## src/rtl/pool_pkg.sv

```systemverilog
// Shared definitions for the 2x2/stride-2 pooling engine: FSM encodings,
// pooling mode codes and default DRAM base addresses.
package pool_pkg;

  typedef enum logic [2:0] {
    ST_IDLE   = 3'd0,
    ST_LD_CFG = 3'd1,
    ST_RD     = 3'd2,
    ST_WR     = 3'd3,
    ST_DONE   = 3'd4
  } pool_state_e;

  localparam logic POOL_MODE_MAX = 1'b0;
  localparam logic POOL_MODE_AVG = 1'b1;

  localparam int unsigned DEF_IFMAP_BASE = 131072;
  localparam int unsigned DEF_OFMAP_BASE = 65536;

endpackage

```

## src/rtl/pool_reduce.sv

```systemverilog
// Beat-serial window reducer: running signed max or running sum of one 2x2 window.
// Results are taken from the next-state accumulator so the last beat is included.
module pool_reduce
  import pool_pkg::*;
#(
  parameter int DATA_WIDTH = 32
) (
  input  logic                  clk,
  input  logic                  srstn,
  input  logic                  clear_i,
  input  logic                  acc_en_i,
  input  logic                  first_i,
  input  logic                  mode_i,
  input  logic [DATA_WIDTH-1:0] data_i,
  output logic [DATA_WIDTH-1:0] max_o,
  output logic [DATA_WIDTH-1:0] avg_o
);

  localparam int ACC_WIDTH = DATA_WIDTH + 2;

  logic signed [ACC_WIDTH-1:0] acc_q, acc_d, beat_ext;

  assign beat_ext = {{2{data_i[DATA_WIDTH-1]}}, data_i};

  always_comb begin
    acc_d = acc_q;
    if (clear_i) begin
      acc_d = '0;
    end else if (acc_en_i) begin
      if (first_i) begin
        acc_d = beat_ext;
      end else if (mode_i == POOL_MODE_AVG) begin
        acc_d = acc_q + beat_ext;
      end else if (beat_ext > acc_q) begin
        // strict compare: on a tie the earlier beat is kept
        acc_d = beat_ext;
      end
    end
  end

  always_ff @(posedge clk or negedge srstn) begin
    if (!srstn) begin
      acc_q <= '0;
    end else begin
      acc_q <= acc_d;
    end
  end

  assign max_o = acc_d[DATA_WIDTH-1:0];
  // sum >>> 2 truncated to DATA_WIDTH is exactly bits [DATA_WIDTH+1:2]
  assign avg_o = acc_d[DATA_WIDTH+1:2];

endmodule

```

## src/rtl/pool_engine.sv

```systemverilog
// Runtime-configurable 2x2/stride-2 max/average pooling engine: reads the ifmap
// from DRAM with a valid handshake and writes the pooled ofmap back.
module pool_engine
  import pool_pkg::*;
#(
  parameter int          DATA_WIDTH = 32,
  parameter int          ADDR_WIDTH = 18,
  parameter int          DIM_WIDTH  = 5,
  parameter int          Z_WIDTH    = 4,
  parameter int unsigned IFMAP_BASE = DEF_IFMAP_BASE,
  parameter int unsigned OFMAP_BASE = DEF_OFMAP_BASE
) (
  input  logic                  clk,
  input  logic                  srstn,
  input  logic                  enable,
  input  logic [DIM_WIDTH:0]    cfg_width,
  input  logic [DIM_WIDTH:0]    cfg_height,
  input  logic [Z_WIDTH:0]      cfg_depth,
  input  logic                  cfg_mode,
  input  logic                  dram_valid,
  input  logic [DATA_WIDTH-1:0] data_in,
  output logic [ADDR_WIDTH-1:0] addr_in,
  output logic                  dram_en_rd,
  output logic [ADDR_WIDTH-1:0] addr_out,
  output logic [DATA_WIDTH-1:0] data_out,
  output logic                  dram_en_wr,
  output logic                  busy,
  output logic                  done
);

  localparam int PACK_WIDTH = Z_WIDTH + 2 * DIM_WIDTH;
  localparam logic [ADDR_WIDTH-1:0] IF_BASE = ADDR_WIDTH'(IFMAP_BASE);
  localparam logic [ADDR_WIDTH-1:0] OF_BASE = ADDR_WIDTH'(OFMAP_BASE);

  function automatic logic [ADDR_WIDTH-1:0] pack_addr(
    input logic [ADDR_WIDTH-1:0] base,
    input logic [Z_WIDTH-1:0]    z,
    input logic [DIM_WIDTH-1:0]  y,
    input logic [DIM_WIDTH-1:0]  x
  );
    logic [PACK_WIDTH-1:0] field;
    field = {z, y, x};
    return base + ADDR_WIDTH'(field);
  endfunction

  pool_state_e state_q, state_d;

  logic [DIM_WIDTH:0]   w_q, w_d, h_q, h_d;
  logic [Z_WIDTH:0]     d_q, d_d;
  logic                 mode_q, mode_d;
  logic [DIM_WIDTH-1:0] x_q, x_d, y_q, y_d;
  logic [Z_WIDTH-1:0]   z_q, z_d;
  logic [1:0]           beat_q, beat_d;

  logic [ADDR_WIDTH-1:0] addr_in_q, addr_in_d, addr_out_q, addr_out_d;
  logic [DATA_WIDTH-1:0] data_out_q, data_out_d;
  logic                  dram_en_rd_q, dram_en_rd_d, dram_en_wr_q, dram_en_wr_d;
  logic                  busy_q, busy_d, done_q, done_d;

  logic [DIM_WIDTH:0]    w_even, h_even;
  logic                  last_x, last_y, last_z, last_win, cfg_empty, beat_take;
  logic [DATA_WIDTH-1:0] max_res, avg_res;

  // odd dimensions floor: the trailing column/row is never visited
  assign w_even    = w_q & ~(DIM_WIDTH+1)'(1);
  assign h_even    = h_q & ~(DIM_WIDTH+1)'(1);
  assign last_x    = ({1'b0, x_q} == w_even - (DIM_WIDTH+1)'(2));
  assign last_y    = ({1'b0, y_q} == h_even - (DIM_WIDTH+1)'(2));
  assign last_z    = ({1'b0, z_q} == d_q - (Z_WIDTH+1)'(1));
  assign last_win  = last_x && last_y && last_z;
  assign cfg_empty = (w_q < (DIM_WIDTH+1)'(2)) || (h_q < (DIM_WIDTH+1)'(2)) ||
                     (d_q == '0);
  assign beat_take = (state_q == ST_RD) && dram_valid;

  pool_reduce #(
    .DATA_WIDTH(DATA_WIDTH)
  ) u_reduce (
    .clk     (clk),
    .srstn   (srstn),
    .clear_i (state_q == ST_LD_CFG),
    .acc_en_i(beat_take),
    .first_i (beat_q == 2'd0),
    .mode_i  (mode_q),
    .data_i  (data_in),
    .max_o   (max_res),
    .avg_o   (avg_res)
  );

  always_ff @(posedge clk or negedge srstn) begin
    if (!srstn) begin
      state_q <= ST_IDLE;
    end else begin
      state_q <= state_d;
    end
  end

  always_comb begin
    state_d = state_q;
    case (state_q)
      ST_IDLE:   if (enable) state_d = ST_LD_CFG;
      ST_LD_CFG: state_d = cfg_empty ? ST_DONE : ST_RD;
      ST_RD:     if (beat_take && beat_q == 2'd3) state_d = ST_WR;
      ST_WR:     state_d = last_win ? ST_DONE : ST_RD;
      ST_DONE:   state_d = ST_IDLE;
      default:   state_d = ST_IDLE;
    endcase
  end

  always_comb begin
    w_d    = w_q;
    h_d    = h_q;
    d_d    = d_q;
    mode_d = mode_q;
    x_d    = x_q;
    y_d    = y_q;
    z_d    = z_q;
    beat_d = beat_q;
    case (state_q)
      ST_IDLE: begin
        if (enable) begin
          w_d    = cfg_width;
          h_d    = cfg_height;
          d_d    = cfg_depth;
          mode_d = cfg_mode;
        end
      end
      ST_LD_CFG: begin
        x_d    = '0;
        y_d    = '0;
        z_d    = '0;
        beat_d = '0;
      end
      ST_RD: if (beat_take) beat_d = beat_q + 2'd1;
      ST_WR: begin
        if (last_x) begin
          x_d = '0;
          if (last_y) begin
            y_d = '0;
            z_d = z_q + Z_WIDTH'(1);
          end else begin
            y_d = y_q + DIM_WIDTH'(2);
          end
        end else begin
          x_d = x_q + DIM_WIDTH'(2);
        end
      end
      default: ;
    endcase
  end

  // Outputs are derived from the next state so they line up with it once registered.
  always_comb begin
    addr_in_d    = addr_in_q;
    addr_out_d   = addr_out_q;
    data_out_d   = data_out_q;
    dram_en_rd_d = (state_d == ST_RD);
    dram_en_wr_d = (state_d == ST_WR);
    busy_d       = state_d inside {ST_LD_CFG, ST_RD, ST_WR};
    done_d       = (state_d == ST_DONE);
    if (state_d == ST_RD) begin
      addr_in_d = pack_addr(IF_BASE, z_d, y_d + DIM_WIDTH'(beat_d[1]),
                            x_d + DIM_WIDTH'(beat_d[0]));
    end
    if (state_d == ST_WR) begin
      addr_out_d = pack_addr(OF_BASE, z_q, y_q >> 1, x_q >> 1);
      data_out_d = (mode_q == POOL_MODE_MAX) ? max_res : avg_res;
    end
  end

  always_ff @(posedge clk or negedge srstn) begin
    if (!srstn) begin
      w_q    <= '0;
      h_q    <= '0;
      d_q    <= '0;
      mode_q <= 1'b0;
      x_q    <= '0;
      y_q    <= '0;
      z_q    <= '0;
      beat_q <= '0;
    end else begin
      w_q    <= w_d;
      h_q    <= h_d;
      d_q    <= d_d;
      mode_q <= mode_d;
      x_q    <= x_d;
      y_q    <= y_d;
      z_q    <= z_d;
      beat_q <= beat_d;
    end
  end

  always_ff @(posedge clk or negedge srstn) begin
    if (!srstn) begin
      addr_in_q    <= '0;
      dram_en_rd_q <= 1'b0;
      addr_out_q   <= '0;
      data_out_q   <= '0;
      dram_en_wr_q <= 1'b0;
      busy_q       <= 1'b0;
      done_q       <= 1'b0;
    end else begin
      addr_in_q    <= addr_in_d;
      dram_en_rd_q <= dram_en_rd_d;
      addr_out_q   <= addr_out_d;
      data_out_q   <= data_out_d;
      dram_en_wr_q <= dram_en_wr_d;
      busy_q       <= busy_d;
      done_q       <= done_d;
    end
  end

  assign addr_in    = addr_in_q;
  assign dram_en_rd = dram_en_rd_q;
  assign addr_out   = addr_out_q;
  assign data_out   = data_out_q;
  assign dram_en_wr = dram_en_wr_q;
  assign busy       = busy_q;
  assign done       = done_q;

endmodule

```

## config.mk

```make
export PLATFORM = sky130hd
export DESIGN_NAME = pool_engine
export DESIGN_NICKNAME = d
export VERILOG_FILES = /design/src/rtl/pool_pkg.sv /design/src/rtl/pool_reduce.sv /design/src/rtl/pool_engine.sv
export SDC_FILE = /design/constraint.sdc
export NUM_CORES = 1
export LEC_CHECK = 0
export BUFFER_PORTS_ARGS = -buffer_cell sky130_fd_sc_hd__buf_4
export CAP_MARGIN = 0
export CORE_MARGIN = 10
export CORE_UTILIZATION = 52
export DETAILED_ROUTE_END_ITERATION = 8
export PLACE_DENSITY_LB_ADDON = 0.1
export SLEW_MARGIN = 20
export SYNTH_ARGS = -nofsm -noshare
export SYNTH_HDL_FRONTEND = slang
export SYNTH_SLANG_ARGS = --single-unit
```

## constraint.sdc

```tcl
create_clock -name clk -period 2.8 [get_ports clk]
set_input_delay 0.14 -clock clk [delete_from_list [all_inputs] [get_ports clk]]
set_output_delay 0.14 -clock clk [all_outputs]
set_load 0.05 [all_outputs]
```

==> metrics.yaml <==
outcome: "complete, but fails checks"
violations: "negative setup slack"
fin_ws_ns: -0.430
hold_violations: 0
syn_area_um2: 9610
synth_seq_area_share: 0.346
critPathMaxStageDelay_ns: 0.43
required_ns: 3.13
layout.nets: 1677
total_switching_power_mw: 9.50
clock_latency_ns: 0.43
layout-drive-gt1-share: 0.433
rows: 49
critPathLaunchType: "register"
drcViolationCount: 0
wl_per_cell_um: 20.8
synthDistinctLibCells: 83
cts-root-buf: "clkbuf_16"
die-area_um2: 24300
grt_pass1_wl_um: 57100
clkTransAtPathRegs_ns: 0.06
cp_top_family: "simple AND/OR/NAND/NOR gates"
drv_slew: 0
yosys.area.top_type: "dfrtp_1"
crit_slowest_cell: "or4_1"
crit_buf_inv: 3
combinationalPowerShare: 0.736
holdWs_ns: 0.0990
routed_via_density: 5.96
synth_top_flop_cell: "dfrtp_1"
routed_wl_um: 37000
synth_edf_count: 0
synth_commonest_cells: "nand2_1 (139), dfrtp_1 (133), nor2_1 (99)"
clock_skew_ns: 0.0166
clock-sinks: 133
overflow: 0
yosysMostFrequentCell: "nand2_1"
grt_max_degree: 65
dpl_cell_area_um2: 12500
drt_iter0_markers: 840
cp_max_fo: 6
path_depth: 14
htreeDepth: 4
ir_worst_vdd_mv: 0.904
io_buffers: 115
clockPowerShare: 0.106
switching_share: 0.469
die_x_um: 156
r2r_cells: 14
min_path_type: "in2reg"
syn_avg_cell_area_um2: 8.50
antennaDiodeCount: 0
syn2layout_area_growth_pct: 55.9
grt_pass1_vias: 11000
core_area_um2: 18100
crit_type: "reg2reg"
yosys-top-cells-area: "dfrtp_1 (35%), ha_1 (10%), nand2_1 (5.4%)"
clock_tree.buffer_depth: 2
ys_ff_latch: 133
p_per_area_nw_per_um2: 1350
post-route-period-util: 1.15
synthArstFlopShare: 1.00
antenna_left: 0
ys_warn_count: 0
r2r_setup_slack_ns: -0.43
fillers: 1078
slew_headroom: 0.405
cp-startpoint: "u_reduce.acc_q[3]"
pin_count: 126
initial_core_util: 0.531
critPathCapture: "data_out[27]"
vias: 10600
tightest_slew_ns: 0.890
numCtsBuffers: 17
cap_violations: 0
endpoint_kind: "register"
die_y_um: 156
stdcell_area_um2: 15000
finalCriticalPeriod_ns: 3.23
crit_arrival_ns: 3.56
internal_power_mw: 10.7
rsz0062_at_grt: "true"
seq_power_share: 0.158
cp_cell_sequence: "inv_2 > ha_4 > a21oi_2 > o21ai_2 > a211oi_2 > a31oi_2 > or3_4 > and2_4 > buf_12 > a21o_1 > buf_6 > mux2i_1 > or4_1 > o211ai_1"
hpwlAfterDp_um: 24400
p_leak_nw: 7.02
synth_top_area_share: 0.346
globalplace.congestion: 1.00
dr.pass1.iters: 5
finalSetupViolations: 81
grt_use_total: 0.294
r2r-start: "u_reduce.acc_q[3]"
cts_tree: "done"
syn_inst: 1130
r2r_end: "data_out[27]"
fmax_mhz: 310
antenna_found_initial: 0
-- layout by cell type, fill, tap and decap left out, drive strengths merged, types with 17 or more instances in the layout --
cell           n
buf          432
nand2        140
dfrtp        133
nor2          99
inv           91
ha            80
a21oi         78
o21ai         75
xnor2         38
nand3         24
mux2          20
clkbuf        19
nor3          19
nand2b        18
dlygate4sd3   17
a31oi         17
o31ai         17
-- power groups by stage --
stage / clock network (mW) / registers, mW / logic, mW
detailed placement: 0 / 3.16 / 11.5
finish: 2.14 / 3.19 / 14.9
global route: 2.25 / 3.27 / 15.8
global placement: 0 / 3.13 / 11.4
CTS: 2.16 / 3.14 / 13.6
floorplan: 0 / 4.24 / 5.72
-- repair_timing --
item | 4_1_cts | 5_1_grt
buffers inserted | 50 | 19
endpoints found under the setup margin | 75 | 81
cloned | 2 | 0
hold buffers | 17 | 0
gates resized for setup | 176 | 91
hold endpoints to repair | 77 | 0
pin swaps | 61 | 49
-- metrics by stage --
step	std cells	setup TNS (ns)	total power, mW	setup WS [ns]	util
after detailed placement	1670	-13.27	14.7	-0.390	0.693
after floorplan	1137	-0.952	9.96	-0.111	-
final	1784	-16.06	20.2	-0.430	0.829
after CTS	1771	-6.90	18.9	-0.275	0.802
after global placement	1670	-10.97	14.5	-0.384	0.693
after global routing	1784	-21.37	21.3	-0.487	0.829
-- final cells by class --
class	count	area, µm²	share of cell area
multi-input combinational	856	6860	0.458
timing repair buffer	450	3650	0.244
sequential	133	3330	0.222
clock buffer	18	429	0.0286
inverter	84	315	0.0210
tap	229	287	0.0191
clock inverter	14	115	0.00768
-- worst min-delay path by stage --
stage,start,end,slack [ns],cells past startpoint
2_1_floorplan,srstn,addr_in[0],-0.16,0
3_3_place_gp,srstn,u_reduce.acc_q[15],0.16,1
3_5_place_dp,srstn,data_out[13],0.16,1
4_1_cts,data_in[23],u_reduce.acc_q[23],0.1,4
5_1_grt,data_in[23],u_reduce.acc_q[23],0.13,4
6_report,data_in[23],u_reduce.acc_q[23],0.1,4
-- cell families after synthesis --
| kind of cell | Yosys count | synth area share |
|---|---|---|
| simple gates | 372 | 0.182 |
| compound gates | 310 | 0.213 |
| buf+inv | 148 | 0.0678 |
| flops | 133 | 0.346 |
| fa+ha+maj | 81 | 0.106 |
| xor+xnor | 54 | 0.0492 |
| mux | 31 | 0.0349 |
| other cells | 1 | 0.000390 |
-- flip-flops by register name, summed over array words and instances (netlist names), 2 cells and up --
name,count
z_q,4
addr_out,13
beat_q,2
h_q,5
state_q,3
y_q,5
data_out,32
w_q,5
u_reduce.acc_q,34
d_q,5
x_q,5
addr_in,15
-- worst reg2reg max path: cells and delay by family, from the launching register on --
kind / cells / cell delay [ns]
and+or+nand+nor: 3 / 1.04
AOI/OAI and AO/OA: 6 / 1.00
DFF: 1 / 0.41
buffers and inverters: 3 / 0.37
adders and majority gates: 1 / 0.22
muxes: 1 / 0.10
-- per-layer routing --
| metal | wire length (µm) | GRT usage |
|---|---|---|
| met1 | 14600 | 0.349 |
| met2 | 18000 | 0.507 |
| met3 | 2910 | 0.0535 |
| met4 | 1550 | 0.131 |
| met5 | 0 | 0 |
(Power assumes the default switching activity.)
